===== config.mk =====
export PLATFORM = sky130hd
export DESIGN_NAME = avg_fetch_decode_flat
export DESIGN_NICKNAME = d
export VERILOG_FILES = /design/src/rtl/avg_pkg.sv /design/src/rtl/avg_fetch_decode_if.sv /design/src/rtl/avg_ret_stack.sv /design/src/rtl/avg_fetch_decode.sv /design/src/flat_wrapper.sv
export SDC_FILE = /design/constraint.sdc
export NUM_CORES = 1
export LEC_CHECK = 0
export ABC_CLOCK_PERIOD_IN_PS = 5000
export BUFFER_PORTS_ARGS = -buffer_cell sky130_fd_sc_hd__buf_4
export CAP_MARGIN = 25
export CORE_MARGIN = 4
export CORE_UTILIZATION = 52
export DETAILED_ROUTE_END_ITERATION = 6
export PLACE_DENSITY_LB_ADDON = 0.05
export REMOVE_ABC_BUFFERS = 1
export SETUP_SLACK_MARGIN = 0.05
export SLEW_MARGIN = 10
export SYNTH_ARGS = -nofsm -noshare
export SYNTH_HDL_FRONTEND = slang
export SYNTH_SLANG_ARGS = --single-unit

===== constraint.sdc =====
create_clock -name clk -period 5 [get_ports clk]
set_input_delay 1.5 -clock clk [delete_from_list [all_inputs] [get_ports clk]]
set_output_delay 1.5 -clock clk [all_outputs]
set_load 0.01 [all_outputs]

===== src/rtl/avg_pkg.sv =====
// Shared opcode, z-code and op-kind definitions for the AVG fetch/decode front end.
package avg_pkg;

  localparam logic [2:0] OPC_VCTR  = 3'd0;
  localparam logic [2:0] OPC_HALT  = 3'd1;
  localparam logic [2:0] OPC_SVEC  = 3'd2;
  localparam logic [2:0] OPC_STORE = 3'd3;
  localparam logic [2:0] OPC_CNTR  = 3'd4;
  localparam logic [2:0] OPC_JSR   = 3'd5;
  localparam logic [2:0] OPC_RTS   = 3'd6;
  localparam logic [2:0] OPC_JMP   = 3'd7;

  localparam logic [2:0] ZC_BLANK = 3'd0;
  localparam logic [2:0] ZC_USE_Z = 3'd1;

  typedef enum logic [2:0] {
    OK_VEC  = 3'd0,
    OK_STAT = 3'd1,
    OK_SCAL = 3'd2,
    OK_CNTR = 3'd3,
    OK_HALT = 3'd4
  } op_kind_t;

  typedef enum logic [2:0] {
    ST_IDLE = 3'd0,
    ST_RD0  = 3'd1,
    ST_WT0  = 3'd2,
    ST_RD1  = 3'd3,
    ST_WT1  = 3'd4,
    ST_EMIT = 3'd5
  } state_t;

  // Cycle cost of one instruction; scal selects SCAL over STAT for STORE.
  function automatic logic [2:0] inst_len_f(input logic [2:0] opc, input logic scal);
    logic [2:0] len;
    case (opc)
      OPC_VCTR:  len = 3'd7;
      OPC_SVEC:  len = 3'd5;
      OPC_STORE: len = scal ? 3'd2 : 3'd6;
      OPC_CNTR:  len = 3'd4;
      OPC_JMP:   len = 3'd4;
      OPC_JSR:   len = 3'd4;
      OPC_RTS:   len = 3'd3;
      default:   len = 3'd1;
    endcase
    return len;
  endfunction

endpackage


===== src/rtl/avg_fetch_decode_if.sv =====
// Vector-memory read port plus decoded-op valid/ready channel.
interface avg_fetch_decode_if #(
  parameter int ADDR_W = 16,
  parameter int DXY_W  = 13
);
  import avg_pkg::*;

  logic                     mem_rd;
  logic [ADDR_W-1:0]        mem_addr;
  logic [15:0]              mem_rdata;
  logic                     op_valid;
  logic                     op_ready;
  op_kind_t                 op_kind;
  logic signed [DXY_W-1:0]  dx;
  logic signed [DXY_W-1:0]  dy;
  logic [3:0]               z_val;
  logic                     blank;
  logic                     use_z;
  logic [2:0]               color;
  logic [7:0]               lin_scale;
  logic [2:0]               bin_scale;
  logic [2:0]               inst_len;

  modport master (
    output mem_rd, mem_addr, op_valid, op_kind, dx, dy, z_val, blank, use_z,
           color, lin_scale, bin_scale, inst_len,
    input  mem_rdata, op_ready
  );

  modport slave (
    input  mem_rd, mem_addr, op_valid, op_kind, dx, dy, z_val, blank, use_z,
           color, lin_scale, bin_scale, inst_len,
    output mem_rdata, op_ready
  );
endinterface


===== src/rtl/avg_ret_stack.sv =====
// LIFO of return addresses for JSR/RTS; caller guarantees no push when full / pop when empty.
module avg_ret_stack #(
  parameter int DEPTH = 4,
  parameter int W     = 16
) (
  input  logic         clk,
  input  logic         rst,
  input  logic         clear_i,
  input  logic         push_i,
  input  logic         pop_i,
  input  logic [W-1:0] data_i,
  output logic [W-1:0] data_o,
  output logic         full_o,
  output logic         empty_o
);
  localparam int SP_W  = $clog2(DEPTH + 1);
  localparam int IDX_W = (DEPTH > 1) ? $clog2(DEPTH) : 1;

  logic [W-1:0]    stk_q [DEPTH];
  logic [SP_W-1:0] sp_q;
  logic [SP_W-1:0] top;

  assign full_o  = (sp_q == SP_W'(DEPTH));
  assign empty_o = (sp_q == '0);
  assign top     = sp_q - SP_W'(1);
  assign data_o  = empty_o ? '0 : stk_q[top[IDX_W-1:0]];

  // Stack pointer: clear wins, then push, then pop.
  always_ff @(posedge clk or posedge rst) begin
    if (rst)                       sp_q <= '0;
    else if (clear_i)              sp_q <= '0;
    else if (push_i && !full_o)    sp_q <= sp_q + SP_W'(1);
    else if (pop_i && !empty_o)    sp_q <= sp_q - SP_W'(1);
  end

  // Entry storage, written at the current pointer on push.
  always_ff @(posedge clk or posedge rst) begin
    if (rst) begin
      for (int i = 0; i < DEPTH; i++) stk_q[i] <= '0;
    end else if (push_i && !full_o && !clear_i) begin
      stk_q[sp_q[IDX_W-1:0]] <= data_i;
    end
  end
endmodule


===== src/rtl/avg_fetch_decode.sv =====
// AVG instruction front end: fetch, flow control, decode and cycle-cost accounting.
//   state | meaning
//   IDLE  | waiting for start
//   RD0   | read strobe for word 0 at pc
//   WT0   | word 0 on mem_rdata; flow ops execute here
//   RD1   | read strobe for VCTR word 1 at pc+1
//   WT1   | word 1 on mem_rdata
//   EMIT  | decoded op presented until accepted
module avg_fetch_decode
  import avg_pkg::*;
#(
  parameter int ADDR_W      = 16,
  parameter int STACK_DEPTH = 4,
  parameter int DXY_W       = 13,
  parameter int CNT_W       = 16
) (
  input  logic               clk,
  input  logic               rst,
  input  logic               start,
  input  logic [ADDR_W-1:0]  start_addr,
  avg_fetch_decode_if.master bus,
  output logic               busy,
  output logic               halted,
  output logic               stack_err,
  output logic [CNT_W-1:0]   cycle_cnt
);
  state_t            state_q, state_d;
  logic [ADDR_W-1:0] pc_q, pc_d, pc_inc, tgt, stk_top;
  logic [15:0]       w0_q, w0_d, w1_q, w1_d;
  logic              halted_q, halted_d, err_q, err_d;
  logic [CNT_W-1:0]  cnt_q, cnt_d;
  logic [CNT_W:0]    sum;
  logic              push, pop, clr, add_en, stk_full, stk_empty;
  logic [2:0]        add_len, opc_rd, zc;

  assign pc_inc = pc_q + ADDR_W'(1);
  assign tgt    = ADDR_W'(bus.mem_rdata[12:0]);
  assign opc_rd = bus.mem_rdata[15:13];

  avg_ret_stack #(.DEPTH(STACK_DEPTH), .W(ADDR_W)) u_stack (
    .clk(clk), .rst(rst), .clear_i(clr), .push_i(push), .pop_i(pop),
    .data_i(pc_inc), .data_o(stk_top), .full_o(stk_full), .empty_o(stk_empty)
  );

  // State and datapath registers.
  always_ff @(posedge clk or posedge rst) begin
    if (rst) begin
      state_q  <= ST_IDLE;
      pc_q     <= '0;
      w0_q     <= '0;
      w1_q     <= '0;
      halted_q <= 1'b0;
      err_q    <= 1'b0;
      cnt_q    <= '0;
    end else begin
      state_q  <= state_d;
      pc_q     <= pc_d;
      w0_q     <= w0_d;
      w1_q     <= w1_d;
      halted_q <= halted_d;
      err_q    <= err_d;
      cnt_q    <= cnt_d;
    end
  end

  // Next state: fetch sequencing, flow-op execution, retirement and saturating cost sum.
  always_comb begin
    state_d  = state_q;
    pc_d     = pc_q;
    w0_d     = w0_q;
    w1_d     = w1_q;
    halted_d = halted_q;
    err_d    = err_q;
    cnt_d    = cnt_q;
    push     = 1'b0;
    pop      = 1'b0;
    clr      = 1'b0;
    add_en   = 1'b0;
    add_len  = 3'd0;
    case (state_q)
      ST_IDLE: if (start) begin
        state_d  = ST_RD0;
        pc_d     = start_addr;
        halted_d = 1'b0;
        err_d    = 1'b0;
        cnt_d    = '0;
        clr      = 1'b1;
      end
      ST_RD0: state_d = ST_WT0;
      ST_WT0: begin
        w0_d    = bus.mem_rdata;
        add_len = inst_len_f(opc_rd, bus.mem_rdata[12]);
        case (opc_rd)
          OPC_VCTR: state_d = ST_RD1;
          OPC_JMP: begin
            pc_d = tgt; add_en = 1'b1; state_d = ST_RD0;
          end
          OPC_JSR: if (stk_full) begin
            err_d = 1'b1; halted_d = 1'b1; state_d = ST_IDLE;
          end else begin
            push = 1'b1; pc_d = tgt; add_en = 1'b1; state_d = ST_RD0;
          end
          OPC_RTS: if (stk_empty) begin
            err_d = 1'b1; halted_d = 1'b1; state_d = ST_IDLE;
          end else begin
            pop = 1'b1; pc_d = stk_top; add_en = 1'b1; state_d = ST_RD0;
          end
          default: state_d = ST_EMIT;
        endcase
      end
      ST_RD1: state_d = ST_WT1;
      ST_WT1: begin
        w1_d    = bus.mem_rdata;
        state_d = ST_EMIT;
      end
      ST_EMIT: begin
        add_len = inst_len_f(w0_q[15:13], w0_q[12]);
        if (bus.op_ready) begin
          add_en = 1'b1;
          pc_d   = pc_q + ((w0_q[15:13] == OPC_VCTR) ? ADDR_W'(2) : ADDR_W'(1));
          if (w0_q[15:13] == OPC_HALT) begin
            halted_d = 1'b1;
            state_d  = ST_IDLE;
          end else begin
            state_d  = ST_RD0;
          end
        end
      end
      default: state_d = ST_IDLE;
    endcase
    sum = {1'b0, cnt_q} + (CNT_W + 1)'(add_len);
    if (add_en) cnt_d = sum[CNT_W] ? '1 : sum[CNT_W-1:0];
  end

  // Field decode of the held instruction; everything reads 0 outside EMIT.
  always_comb begin
    bus.op_kind   = OK_VEC;
    bus.dx        = '0;
    bus.dy        = '0;
    bus.z_val     = 4'd0;
    bus.blank     = 1'b0;
    bus.use_z     = 1'b0;
    bus.color     = 3'd0;
    bus.lin_scale = 8'd0;
    bus.bin_scale = 3'd0;
    bus.inst_len  = 3'd0;
    zc            = ZC_BLANK;
    if (state_q == ST_EMIT) begin
      bus.inst_len = inst_len_f(w0_q[15:13], w0_q[12]);
      case (w0_q[15:13])
        OPC_VCTR: begin
          bus.dy = DXY_W'($signed(w0_q[12:0]));
          bus.dx = DXY_W'($signed(w1_q[12:0]));
          zc     = w1_q[15:13];
        end
        OPC_SVEC: begin
          bus.dy = DXY_W'($signed(w0_q[12:8]));
          bus.dx = DXY_W'($signed(w0_q[4:0]));
          zc     = w0_q[7:5];
        end
        OPC_STORE: if (w0_q[12]) begin
          bus.op_kind   = OK_SCAL;
          bus.bin_scale = w0_q[10:8];
          bus.lin_scale = w0_q[7:0];
        end else begin
          bus.op_kind = OK_STAT;
          bus.color   = w0_q[10:8];
          bus.z_val   = w0_q[3:0];
        end
        OPC_CNTR: bus.op_kind = OK_CNTR;
        default:  bus.op_kind = OK_HALT;
      endcase
      if (w0_q[15:13] == OPC_VCTR || w0_q[15:13] == OPC_SVEC) begin
        if (zc == ZC_BLANK)      bus.blank = 1'b1;
        else if (zc == ZC_USE_Z) bus.use_z = 1'b1;
        else                     bus.z_val = {zc, 1'b0};
      end
    end
  end

  assign bus.op_valid = (state_q == ST_EMIT);
  assign bus.mem_rd   = (state_q == ST_RD0) || (state_q == ST_RD1);
  assign bus.mem_addr = (state_q == ST_RD0) ? pc_q : ((state_q == ST_RD1) ? pc_inc : '0);
  assign busy         = (state_q != ST_IDLE);
  assign halted       = halted_q;
  assign stack_err    = err_q;
  assign cycle_cnt    = cnt_q;
endmodule


===== src/flat_wrapper.sv =====
// flat-port wrapper written by rule: the top's interface ports become plain ports
module avg_fetch_decode_flat import avg_pkg::*;
#(
  parameter int ADDR_W      = 16,
  parameter int STACK_DEPTH = 4,
  parameter int DXY_W       = 13,
  parameter int CNT_W       = 16
)
  (clk, rst, start, start_addr, busy, halted, stack_err, cycle_cnt, bus_mem_rd, bus_mem_addr, bus_op_valid, bus_op_kind, bus_dx, bus_dy, bus_z_val, bus_blank, bus_use_z, bus_color, bus_lin_scale, bus_bin_scale, bus_inst_len, bus_mem_rdata, bus_op_ready);
  avg_fetch_decode_if #(.ADDR_W(ADDR_W), .DXY_W(DXY_W)) bus_i ();
  input  logic clk;
  input  logic rst;
  input  logic start;
  input  logic [ADDR_W-1:0] start_addr;
  output logic busy;
  output logic halted;
  output logic stack_err;
  output logic [CNT_W-1:0] cycle_cnt;
  output wire logic [$bits(bus_i.mem_rd)-1:0] bus_mem_rd;
  output wire logic [$bits(bus_i.mem_addr)-1:0] bus_mem_addr;
  output wire logic [$bits(bus_i.op_valid)-1:0] bus_op_valid;
  output wire logic [$bits(bus_i.op_kind)-1:0] bus_op_kind;
  output wire logic [$bits(bus_i.dx)-1:0] bus_dx;
  output wire logic [$bits(bus_i.dy)-1:0] bus_dy;
  output wire logic [$bits(bus_i.z_val)-1:0] bus_z_val;
  output wire logic [$bits(bus_i.blank)-1:0] bus_blank;
  output wire logic [$bits(bus_i.use_z)-1:0] bus_use_z;
  output wire logic [$bits(bus_i.color)-1:0] bus_color;
  output wire logic [$bits(bus_i.lin_scale)-1:0] bus_lin_scale;
  output wire logic [$bits(bus_i.bin_scale)-1:0] bus_bin_scale;
  output wire logic [$bits(bus_i.inst_len)-1:0] bus_inst_len;
  input wire logic [$bits(bus_i.mem_rdata)-1:0] bus_mem_rdata;
  input wire logic [$bits(bus_i.op_ready)-1:0] bus_op_ready;
  assign bus_mem_rd = bus_i.mem_rd;
  assign bus_mem_addr = bus_i.mem_addr;
  assign bus_op_valid = bus_i.op_valid;
  assign bus_op_kind = bus_i.op_kind;
  assign bus_dx = bus_i.dx;
  assign bus_dy = bus_i.dy;
  assign bus_z_val = bus_i.z_val;
  assign bus_blank = bus_i.blank;
  assign bus_use_z = bus_i.use_z;
  assign bus_color = bus_i.color;
  assign bus_lin_scale = bus_i.lin_scale;
  assign bus_bin_scale = bus_i.bin_scale;
  assign bus_inst_len = bus_i.inst_len;
  assign bus_i.mem_rdata = bus_mem_rdata;
  assign bus_i.op_ready = bus_op_ready;
  avg_fetch_decode #(.ADDR_W(ADDR_W), .STACK_DEPTH(STACK_DEPTH), .DXY_W(DXY_W), .CNT_W(CNT_W)) u_core (.clk(clk), .rst(rst), .start(start), .start_addr(start_addr), .bus(bus_i), .busy(busy), .halted(halted), .stack_err(stack_err), .cycle_cnt(cycle_cnt));
endmodule

* Yosys cells after proc, flatten, opt, wreduce, memory -nomap -nowiden
Cells that the tools add are included.
Operators by class: add/subtract/negate cells 5, multipliers 0, div/mod/pow operators 0, order comparisons 3, equal/unequal tests 29, shift operators 0, multiplexer cells 85, bitwise logic cells 2, reductions and logical operators 28
Operators with widths (number):
- 16-bit two-way mux | 13
- 16-bit case mux with 3 select lines | 2
- 64-bit bitwise mux | 1
- 13-bit case mux with 2 select lines | 2
- 3-bit two-way mux | 16
- 3-bit == test, second input constant | 11
- 16-bit binary-select mux with 2-bit select | 1
- 16-bit demux with 2-bit select | 1
- 3-bit case mux with 5 select lines | 2
- 13-bit two-way mux | 2
- 1-bit two-way mux | 24
- 4-bit two-way mux | 6
- 8-bit two-way mux | 3
- 3-bit by 2-bit == test with 1-bit output, second input constant | 6
- 3-bit case mux with 6 select lines | 1
- 16-bit by 3-bit adder with 17-bit output | 1
- 16-bit by 1-bit adder with 16-bit output, second input constant | 1
- 16-bit adder | 1
- 3-bit zero test | 5
- 3-bit inequality test, second input constant | 4
- 3-bit case mux with 2 select lines | 2
- 3-bit case mux with 4 select lines | 1
- 3-bit by 1-bit == test with 1-bit output, second input constant | 3
- 3-bit case mux with 3 select lines | 1
- 23 further kinds | 42
Storage, ports and cells: register bits 136, latch bits 0, bits in writable memories 0, ROM bits 0, input bits 36, output and inout bits 89, word-level logic and storage cells 164, memories 0

* Longest topological paths before layout
Gate-level depths: netlist (run 1).
word-level depth 8, depth in mapped cells 14, mapped depth without buffers 11

* Hierarchy
A second synthesis (run 1) with hierarchy kept.
Unflattened totals: cell total of the unflattened synthesis 846, area total of the unflattened synthesis 8300.5 µm²
By module, submodules not included:
- avg_fetch_decode | times used 1, cells an instance 639, area an instance 5062.4 µm², sequential area each 1726.7 µm²
- avg_ret_stack | times used 1, cells an instance 207, area an instance 3238.1 µm², sequential area each 1676.6 µm²

* Least setup slack after synthesis (run 1)
Ideal clock, no wire load.
path type input-to-reg, from input bus_mem_rdata[14], to register u_core.cnt_q[11], in the netlist u_core.cycle_cnt[11], setup time 0.066 ns, arrival 3.998 ns, required time 4.934 ns, setup slack 0.936 ns, stages on the path 13, path buffers 3, cells stage by stage buf_2 -> nor2b_1 -> clkbuf_1 -> a21oi_1 -> o31a_1 -> or2_2 -> ha_1 -> a21oi_1 -> nor4_1 -> nand2b_1 -> clkbuf_1 -> o31ai_1 -> a22o_1
Between the ends: cells in the longest elaborated chain, start to end 7, elaborated cells on any way between the ends 18, those cells by class add/sub: 1; eq/ne: 6; mux: 6; reduce/logical: 5
Ends and longest elaborated chain:
- start: declaration | RTL line flat_wrapper.sv:32 | input wire logic [$bits(bus_i.mem_rdata)-1:0] bus_mem_rdata;
- 3-bit == test, on equally long branches | RTL line avg_pkg.sv:36, avg_fetch_decode.sv:93
- 3-bit OR reduction (no line)
- 3-bit case mux with 5 select lines | RTL line avg_pkg.sv:36 | case (opc)
- 3-bit case mux with 2 select lines | RTL line avg_fetch_decode.sv:80 | case (state_q)
- 16-bit by 3-bit adder with 17-bit output | RTL line avg_fetch_decode.sv:131 | sum = {1'b0, cnt_q} + (CNT_W + 1)'(add_len);
- 16-bit two-way mux (2 in a row) | RTL line avg_fetch_decode.sv:132 | if (add_en) cnt_d = sum[CNT_W] ? '1 : sum[CNT_W-1:0];
- end signal: assignment | RTL line avg_fetch_decode.sv:62 | cnt_q <= cnt_d;
- end: declaration | RTL line avg_fetch_decode.sv:31 | logic [CNT_W-1:0] cnt_q, cnt_d;
Parallel ways exist; a longest one is shown, timed or not. A chain may end at the register's enable or synchronous reset.

* Worst setup path in the final report (run 1)
from register u_core.state_q[0], to output bus_dx[12]
Between the ends: cells in the longest elaborated chain, start to end 2
Ends and longest elaborated chain:
- start: declaration | RTL line avg_fetch_decode.sv:27 | state_t state_q, state_d;
- start signal: assignment | RTL line avg_fetch_decode.sv:56 | state_q <= state_d;
- 3-bit == test | RTL line avg_fetch_decode.sv:148 | if (state_q == ST_EMIT) begin
- 13-bit two-way mux | RTL line avg_fetch_decode.sv:148
- end: declaration | RTL line flat_wrapper.sv:23 | output wire logic [$bits(bus_i.dx)-1:0] bus_dx;
No other way between the ends.

==> flow_metrics.env, run 1 <==
export IMPL_reg2reg_from="u_core.state_q[0]"
export IMPL_cts_path_max_buffers=2
export IMPL_nets=1045
export IMPL_powerDensity_mw_per_mm2=544.6
export IMPL_cts_tree="built"
export IMPL_via_per_inst=5.880
export IMPL_reg2reg_slack_ns=1.47
export IMPL_wl_per_cell_um=19.04
export IMPL_min_period_ns=4.203
export IMPL_synth_area_leader_cell="dfrtp_1"
export IMPL_setup_viol=0
export IMPL_fmax_ghz=0.2379
export IMPL_initial_core_util_pct=52.81
export IMPL_cp_cell_sequence="nand3b_1, buf_4, or3_1, a21oi_1, buf_4"
export IMPL_cts_sinks=136
export IMPL_setup_tns_final_ns=0
export IMPL_post_place_ws_ns=0.4351
export IMPL_maxSlewViolCount=0
export IMPL_die_w_um=132.0
export IMPL_yosysMostFrequentCell="nand2_1"
export IMPL_worst_pin_slew_ns=0.9212
export IMPL_cp_slowest_cell="or3_1"
export IMPL_die_h_um=132.0
export IMPL_syn_inst=906
export IMPL_drt_iter0_drc=618
export IMPL_cts_resized=0
export IMPL_yosysTopAreaCellShare_pct=42.55
export IMPL_core_area_mm2=0.01515
export IMPL_ys_types=64
export IMPL_finalPower_uw=5245
export IMPL_ios=125
export IMPL_grt_pass1_vias=6678
export IMPL_overflow=0
export IMPL_port_buffers=124
export IMPL_cts_root_buffer="clkbuf_16"
export IMPL_drive_above_1_share_pct=22.32
export IMPL_synth_adder_area_share_pct=2.378
export IMPL_ys_ff_latch=136
export IMPL_worstSetupPathType="reg2out"
export IMPL_fin_crit_sh_pct=84.06
export IMPL_dp_hpwl_mm=15.41
export IMPL_ys_async_sr_fraction_pct=100.0
export IMPL_ys_top_cells_by_area="dfrtp_1 (43%), nand2_1 (8.3%), o21ai_0 (7.9%), mux4_2 (4.5%), a21oi_1 (2.9%)"
export IMPL_seq_area_frac_synth_pct=42.55
export IMPL_hold_path_class="reg2reg"
export IMPL_cts_made_buffers=17
export IMPL_rows=45
export IMPL_critPathRequiredTime_ns=3.50
export IMPL_grt_pass1_wl_mm=36.60
export IMPL_startpoint="u_core.state_q[0]"
export IMPL_drt_wl_total_mm=22.77
export IMPL_rsz0062_at_grt="no"
export IMPL_gp_congestion=0.8587
export IMPL_synth_xor_area_share_pct=3.832
export IMPL_utilization_pct=63.59
export IMPL_peakVddDrop_uv=271.0
export IMPL_antenna_cells=0
export IMPL_worst_path_buf_inv=2
export IMPL_synth_top_family_by_area="simple AND/OR/NAND/NOR gates"
export IMPL_cp_slowest_stage_delay_ns=0.69
export IMPL_syn_avg_cell_area_um2=8.829
export IMPL_synth_area_mm2=0.007999
export IMPL_num_vias=7033
export IMPL_status="finished clean"
export IMPL_area_delta_synth_final_pct=20.40
export IMPL_drt_drc_violations_left=0
export IMPL_post_cts_buffers=0
export IMPL_antenna_left=0
export IMPL_hold_start="u_core.u_stack.stk_q[15]"
export IMPL_crit_path_frequent_cell="buf_4"
export IMPL_h_tree_depth=4
export IMPL_synthSimpleGateAreaFrac_pct=20.01
export IMPL_arrival_ns=2.70
export IMPL_insertion_delay_ns=0.43
export IMPL_slew_headroom_pct=38.59
export IMPL_cp_top_family="simple AND/OR/NAND/NOR gates"
export IMPL_synth_compound_area_share_pct=19.07
export IMPL_synthTopCellsByCount="nand2_1 (176), dfrtp_1 (136), o21ai_0 (126)"
export IMPL_ctsHoldBuffers=0
export IMPL_firstDrtPassIters=5
export IMPL_synth_area_mux_share_pct=7.571
export IMPL_synth_edf_count=0
export IMPL_grt_max_degree=75
export IMPL_synth_ff_type="dfrtp_1"
export IMPL_antenna_found_initial=0
export IMPL_hold_viol_final=0
export IMPL_die_area_mm2=0.01743
export IMPL_drv_cap=0
export IMPL_p_leak_uw=0.004246
export IMPL_crit_fanout=27
export IMPL_yosys_warnings=0
export IMPL_finalWorstSetupSlack_ns=0.7969
export IMPL_clkTransAtPathRegs_ns=0.06
export IMPL_cp_start_kind="flop"
export IMPL_end_kind="output port"
export IMPL_skew_ns=0.007072
export IMPL_grt_usage_pct=26.21
-- final cells by class --
class                      count  area [um2]
clock buffer                  21       470.5
tap                          188       235.2
clock inverter                11       122.6
multi-input combinational    683        4233
fill                        1311        5515
inverter                      14       57.56
timing repair buffer         143        1109
sequential                   136        3403
-- final timing paths --
| check | endpoint | cells past startpoint |
|---|---|---|
| max in group asynchronous | u_core.cycle_cnt[1] | 3 |
| min in group asynchronous | u_core.u_stack.stk_q[37] | 2 |
| min | u_core.u_stack.stk_q[15] | 2 |
| max | bus_dx[12] | 5 |
| max reg2reg | u_core.cycle_cnt[1] | 11 |
| min reg2reg | u_core.u_stack.stk_q[15] | 2 |
-- per-stage QoR --
step,instance area (um2),cells,hold slack [ns]
after floorplan,7684,833,0.4446
after global placement,8980,1161,0.4579
after detailed placement,9022,1163,0.4648
after CTS,9615,1195,0.4776
after global routing,9630,1196,0.4943
final,9630,1196,0.4761
-- metal layers --
metal	GRT usage [%]	part of all wire (%)	up-vias
li1	-	-	3370
met1	36.96	45	3383
met2	41.36	47	248
met3	5.611	6.5	32
met4	7.001	1.5	0
met5	0	0	-
-- power breakdown --
group          switching, uW  internal [uW]  total (uW)  leakage (uW)
clock                    497            771        1270      0.000269
combinational           1230            895        2130       0.00219
sequential               426           1430        1850       0.00179
total                   2150           3090        5240       0.00425
-- state kept, by name, summed over array words and instances (netlist names) --
| name | flops |
|---|---|
| u_core.w0_q | 16 |
| u_core.w1_q | 16 |
| u_core.state_q | 3 |
| u_core.u_stack.stk_q | 64 |
| u_core.stack_err | 1 |
| u_core.cycle_cnt | 16 |
| u_core.pc_q | 16 |
| u_core.halted | 1 |
| u_core.u_stack.sp_q | 3 |
-- worst reg2reg max path: stages (launching register included) --
cell	delay (ns)
dfrtp_1	0.67
nand3b_1	0.16
buf_4	0.22
a211oi_1	0.33
nand2b_1	0.16
ha_1	0.20
fa_1	0.23
a21oi_1	0.16
nor4_1	0.52
nand2b_1	0.42
nor2b_1	0.26
o21ai_0	0.14
-- cell usage in the layout, fill, tap and decap left out, types with 13 or more instances in the layout --
cell | synthesis | final
a21oi_1 | 46 | 46
a22o_1 | 15 | 15
a22oi_1 | 14 | 14
and2_1 | 14 | 14
and3_1 | 13 | 13
buf_4 | 4 | 140
clkbuf_16 | 0 | 17
dfrtp_1 | 136 | 136
inv_1 | 14 | 13
mux2_2 | 20 | 20
mux4_2 | 16 | 16
nand2_1 | 176 | 176
nand3_1 | 17 | 17
nor2_1 | 54 | 54
o21ai_0 | 126 | 126
xor2_1 | 23 | 23
-- cell families (layout without fill, tap and decap cells) --
kind of cell / after synthesis / count (layout)
buf+inv: 87 / 189
compound gates: 254 / 254
mux: 38 / 38
xor+xnor: 35 / 35
simple gates: 342 / 342
fa+ha+maj: 14 / 14
flops: 136 / 136
(Power assumes the default switching activity.)
==> run 2, diff against run 1 <==
ABC_CLOCK_PERIOD_IN_PS = 3720   (was 5000)
clock period = 3.72 ns   (was 5 ns; I/O delays follow)
==> run 2 against run 1 <==
Net effect: first-iteration DRC count shrank 13%; combinational power grew 38%; non-clock buffer count grew 14; clock skew is essentially flat; critical path type unchanged; critical path depth is the same; register-to-register slack lost 0.92 ns; sequential share of layout area shrank 0.25 points; critical endpoint is now bus_mem_addr[12]; die area is the same.
==> flow_metrics.env, run 2 (synthesized netlist as in run 1, its figures left out) <==
export IMPL_hold_path_class="reg2reg"
export IMPL_post_cts_buffers=0
export IMPL_cts_root_buffer="clkbuf_16"
export IMPL_fmax_ghz=0.2838
export IMPL_ios=125
export IMPL_worst_pin_slew_ns=0.9363
export IMPL_layout_commonest_cell="nand2_1"
export IMPL_drive_above_1_share_pct=23.78
export IMPL_worst_path_buf_inv=1
export IMPL_min_period_ns=3.524
export IMPL_drv_cap=0
export IMPL_ctsHoldBuffers=0
export IMPL_dp_hpwl_mm=16.22
export IMPL_status="finished clean"
export IMPL_startpoint="u_core.pc_q[4]"
export IMPL_p_leak_uw=0.004307
export IMPL_firstDrtPassIters=5
export IMPL_setup_tns_final_ns=0
export IMPL_cp_slowest_cell="dfrtp_1"
export IMPL_grt_usage_pct=26.59
export IMPL_cts_path_max_buffers=2
export IMPL_cp_start_kind="flop"
export IMPL_maxSlewViolCount=0
export IMPL_grt_max_degree=60
export IMPL_fin_crit_sh_pct=94.73
export IMPL_gp_congestion=0.8669
export IMPL_worstSetupPathType="reg2out"
export IMPL_via_per_inst=5.863
export IMPL_drt_wl_total_mm=23.01
export IMPL_grt_pass1_vias=6835
export IMPL_setup_viol=0
export IMPL_insertion_delay_ns=0.43
export IMPL_largest_reg_flops=64
export IMPL_h_tree_depth=4
export IMPL_peakVddDrop_uv=473.7
export IMPL_cts_sinks=136
export IMPL_die_h_um=132.0
export IMPL_slew_headroom_pct=37.58
export IMPL_reg2reg_from="u_core.state_q[1]"
export IMPL_area_delta_synth_final_pct=21.38
export IMPL_placed_cells_incl_taps=1178
export IMPL_core_area_mm2=0.01515
export IMPL_overflow=0
export IMPL_cp_slowest_stage_delay_ns=0.54
export IMPL_drt_drc_violations_left=0
export IMPL_antenna_found_initial=0
export IMPL_grt_pass1_wl_mm=36.89
export IMPL_port_buffers=124
export IMPL_finalPower_uw=7071
export IMPL_rsz0062_at_grt="no"
export IMPL_drt_iter0_drc=535
export IMPL_hold_start="u_core.u_stack.stk_q[15]"
export IMPL_num_vias=7094
export IMPL_skew_ns=0.007157
export IMPL_instances_no_fill=1210
export IMPL_initial_core_util_pct=52.81
export IMPL_top_register="u_core.u_stack.stk_q"
export IMPL_cts_made_buffers=17
export IMPL_arrival_ns=2.41
export IMPL_rows=45
export IMPL_cp_top_family="simple AND/OR/NAND/NOR gates"
export IMPL_die_w_um=132.0
export IMPL_cts_resized=0
export IMPL_crit_fanout=8
export IMPL_antenna_cells=0
export IMPL_cp_cell_sequence="and3_1, nand4_1, or3_1, a21oi_1, buf_4"
export IMPL_hold_viol_final=0
export IMPL_end_kind="output port"
export IMPL_die_area_mm2=0.01743
export IMPL_wl_per_cell_um=19.02
export IMPL_cts_tree="built"
export IMPL_finalWorstSetupSlack_ns=0.1959
export IMPL_nets=1059
export IMPL_critPathRequiredTime_ns=2.60
export IMPL_utilization_pct=64.11
export IMPL_post_place_ws_ns=0.1656
export IMPL_clkTransAtPathRegs_ns=0.06
export IMPL_antenna_left=0
export IMPL_powerDensity_mw_per_mm2=728.3
export IMPL_final_cell_mix="nand2_1 (176), buf_4 (155), dfrtp_1 (133)"
==> run 2: cell types whose count changed in the layout (fill, tap and decap cells not counted), sizes merged <==
| cell | previous run | this run |
|---|---|---|
| clkbuf | 21 | 17 |
| clkinvlp | 7 | 5 |
| inv | 14 | 16 |
| buf | 143 | 157 |
| clkinv | 2 | 6 |
==> run 2: final cells by class <==
| cell class | count | area [um2] |
|---|---|---|
| clock buffers | 17 | 425.4 |
| repair buffers | 157 | 1199 |
| inverters | 14 | 57.56 |
| multi-input cells | 683 | 4233 |
| well taps | 188 | 235.2 |
| fillers | 1341 | 5436 |
| clock inverters | 15 | 152.6 |
| flip-flops and latches | 136 | 3407 |
==> run 2: power breakdown <==
| group | total [uW] | internal [uW] | switching [uW] |
|---|---|---|---|
| registers | 2460 | 1920 | 538 |
| logic | 2950 | 1240 | 1710 |
| clock network | 1660 | 985 | 674 |
| total | 7070 | 4150 | 2930 |
==> run 2: through the flow <==
step / cell area (um2) / hold WS, ns
final: 9709 / 0.4756
after floorplan: 7684 / 0.4446
after CTS: 9706 / 0.4811
after global routing: 9709 / 0.5022
after global placement: 9112 / 0.4573
after detailed placement: 9128 / 0.4675
==> run 2: worst reg2reg max path, cell delays in order (launching register included) <==
cell	delay, ns
dfrtp_1	0.33
buf_4	0.31
or3b_1	0.58
a21oi_1	0.27
o31a_1	0.17
or2_2	0.10
ha_1	0.20
o211ai_1	0.17
nor3_1	0.36
nand4_1	0.16
a21o_1	0.20
a22o_1	0.21
==> run 2: final timing paths <==
kind	to	slack (ns)	cells after the start
worst max-delay path	bus_mem_addr[12]	0.20	5
worst min-delay path	u_core.u_stack.stk_q[15]	0.48	2
worst max register to register	u_core.cycle_cnt[15]	0.55	11
worst min register to register	u_core.u_stack.stk_q[15]	0.48	2
max in group asynchronous	u_core.u_stack.stk_q[46]	2.22	3
min in group asynchronous	u_core.u_stack.stk_q[49]	0.69	2
==> run 2: metal layers <==
layer,routed length [um],global-route usage (%)
met1,10240,36.33
met4,333,8.285
met3,1509,6.031
met2,10930,42.45
met5,0,0
==> run 3, diff against run 2 <==
ABC_CLOCK_PERIOD_IN_PS = 3100   (was 3720)
PLACE_DENSITY = 0.79   (was default)
PLACE_DENSITY_LB_ADDON = default   (was 0.05)
clock period = 3.1 ns   (was 3.72 ns; I/O delays follow)
==> run 3 against run 2 <==
Net effect: sequential power grew 15%; register-to-register slack got worse by 0.31 ns; worst setup slack lost 0.12 ns; routed wire length increased by 7.1%; first-iteration DRC count increased by 90%; critical path depth stayed put; critical path type unchanged; sequential share of layout area is 1.8 points lower; combinational power is 41% higher; non-clock buffer count is 55 higher; clock-buffer cell count grew 7; power rose by 27%; clock skew up 0.0020 ns.
==> flow_metrics.env, run 3 (synthesized netlist as in run 1, its figures left out) <==
export IMPL_status="finished clean"
export IMPL_p_comb_share_pct=46.3
export IMPL_port_buffers=124
export IMPL_grt_usage_pct=27.93
export IMPL_drv_cap=0
export IMPL_arrival_ns=2.09
export IMPL_initial_core_util_pct=52.81
export IMPL_antenna_left=0
export IMPL_antenna_found_initial=0
export IMPL_power_share_clock_pct=22.3
export IMPL_cp_start_kind="flop"
export IMPL_grt_pass1_wl_mm=39.13
export IMPL_end_kind="output port"
export IMPL_insertion_delay_ns=0.42
export IMPL_peakVddDrop_uv=592.5
export IMPL_maxSlewViolCount=0
export IMPL_overflow=0
export IMPL_critical_path_endpoint="bus_mem_addr[14]"
export IMPL_drt_iter0_drc=1017
export IMPL_layout_commonest_cell="buf_4"
export IMPL_setup_viol=0
export IMPL_rr_endpoint="u_core.cycle_cnt[9]"
export IMPL_rsz0062_at_grt="yes"
export IMPL_clkTransAtPathRegs_ns=0.06
export IMPL_rows=45
export IMPL_worstSetupPathType="reg2out"
export IMPL_grt_max_degree=57
export IMPL_num_vias=7644
export IMPL_cts_path_max_buffers=2
export IMPL_slew_headroom_pct=60.38
export IMPL_die_area_mm2=0.01743
export IMPL_reg2regPathDepth=9
export IMPL_h_tree_depth=4
export IMPL_grt_pass1_vias=7441
export IMPL_placed_cells_incl_taps=1211
export IMPL_reg2reg_from="u_core.w0_q[15]"
export IMPL_top_register="u_core.u_stack.stk_q"
export IMPL_final_cell_mix="buf_4 (204), nand2_1 (174), o21ai_0 (126)"
export IMPL_reg2reg_slack_ns=0.24
export IMPL_hold_viol_final=0
export IMPL_post_dp_cell_area_mm2=0.009400
export IMPL_cts_sinks=136
export IMPL_wl_per_cell_um=19.50
export IMPL_die_h_um=132.0
export IMPL_worst_pin_slew_ns=0.5921
export IMPL_fillers=1186
export IMPL_drt_drc_violations_left=0
export IMPL_intPower_uw=5381
export IMPL_drive_above_1_share_pct=29.46
export IMPL_gp_congestion=0.9475
export IMPL_fin_area_mm2=0.01025
export IMPL_firstDrtPassIters=6
export IMPL_largest_reg_flops=64
export IMPL_startpoint="u_core.pc_q[7]"
export IMPL_critPathRequiredTime_ns=2.17
export IMPL_die_w_um=132.0
export IMPL_skew_ns=0.009112
export IMPL_via_per_inst=6.047
export IMPL_seq_power_share_pct=31.4
export IMPL_finalWorstSetupSlack_ns=0.07609
export IMPL_cts_made_buffers=17
export IMPL_p_sw_share_pct=40.31
export IMPL_hold_path_class="reg2reg"
export IMPL_post_place_ws_ns=-0.1768
export IMPL_p_sw_uw=3634
export IMPL_nets=1114
export IMPL_dp_hpwl_mm=17.10
export IMPL_multiInputGateArea_mm2=0.004304
export IMPL_fmax_ghz=0.3307
export IMPL_instances_no_fill=1264
export IMPL_regArea_mm2=0.003418
export IMPL_ctsHoldBuffers=0
export IMPL_powerDensity_mw_per_mm2=879.1
export IMPL_area_delta_synth_final_pct=28.20
export IMPL_core_area_mm2=0.01515
export IMPL_crit_fanout=3
export IMPL_cts_tree="built"
export IMPL_drt_wl_total_mm=24.65
export IMPL_ios=125
export IMPL_min_period_ns=3.024
export IMPL_p_leak_uw=0.004606
export IMPL_cts_root_buffer="clkbuf_16"
export IMPL_antenna_cells=0
export IMPL_fin_crit_sh_pct=97.55
run 3: cell count changes in the layout (fill, tap and decap cells not counted), moves of 3 or more:
cell,previous run,this run
buf_4,155,204
buf_6,0,5
clkbuf_1,0,3
clkbuf_8,0,4
dfrtp_1,133,124
dfrtp_2,3,12
or3_1,6,3
or3_4,0,3
run 3: power by group through the flow:
stage | registers (uW) | clock network (uW) | logic [uW]
3_5_place_dp | 2850 | 0 | 3790
5_1_grt | 2890 | 2100 | 4540
4_1_cts | 2830 | 2020 | 3890
6_report | 2830 | 2010 | 4170
3_3_place_gp | 2830 | 0 | 3670
2_1_floorplan | 2870 | 0 | 2210
run 3: critical path: stages, from the launching register on:
cell and delay (ns):
dfrtp_1 0.38, nand4_1 0.15, or3_4 0.43, or3_4 0.38, a21oi_2 0.17, buf_4 0.15
run 3: worst min path at each step:
| stage | startpoint | endpoint | slack, ns | cells after the start |
|---|---|---|---|---|
| after global placement | u_core.u_stack.stk_q[31] | u_core.u_stack.stk_q[31] | 0.46 | 2 |
| final | u_core.u_stack.stk_q[29] | u_core.u_stack.stk_q[29] | 0.48 | 2 |
| after CTS | u_core.u_stack.stk_q[31] | u_core.u_stack.stk_q[31] | 0.48 | 2 |
| after global routing | u_core.u_stack.stk_q[11] | u_core.u_stack.stk_q[11] | 0.50 | 2 |
| after floorplan | u_core.u_stack.stk_q[25] | u_core.u_stack.stk_q[25] | 0.44 | 2 |
| after detailed placement | u_core.u_stack.stk_q[31] | u_core.u_stack.stk_q[31] | 0.47 | 2 |
run 3: area by class of cell:
| type | count | area share, % |
|---|---|---|
| Sequential cell | 136 | 33.33 |
| Inverter | 14 | 0.5613 |
| Tap cell | 188 | 2.294 |
| Clock buffer | 24 | 4.795 |
| Multi-Input combinational cell | 683 | 41.97 |
| Clock inverter | 7 | 0.9029 |
| Timing Repair Buffer | 212 | 16.14 |
run 3: per-layer routing:
| layer | track usage [%] | wire, um | share of wire (%) |
|---|---|---|---|
| met1 | 36.38 | 10030 | 41 |
| met2 | 45.35 | 11820 | 48 |
| met3 | 6.603 | 2028 | 8.2 |
| met4 | 10.97 | 773 | 3.1 |
| met5 | 0 | 0 | 0 |
run 3: stage by stage:
step                power (uW)  setup TNS [ns]  hold WS (ns)  utilization, %
floorplan                 5078         -232.03        0.4446               -
global placement          6502         -0.9396        0.4577           61.88
detailed placement        6638          -2.097        0.4657           62.07
CTS                       8744               0        0.4791           66.58
global route              9533               0        0.5031           67.71
finish                    9015               0        0.4774           67.71
run 3: what timing repair did:
action,CTS,global route
pin swaps,1,4
endpoints found under the setup margin,32,45
buffers inserted,8,14
gates resized for setup,17,16
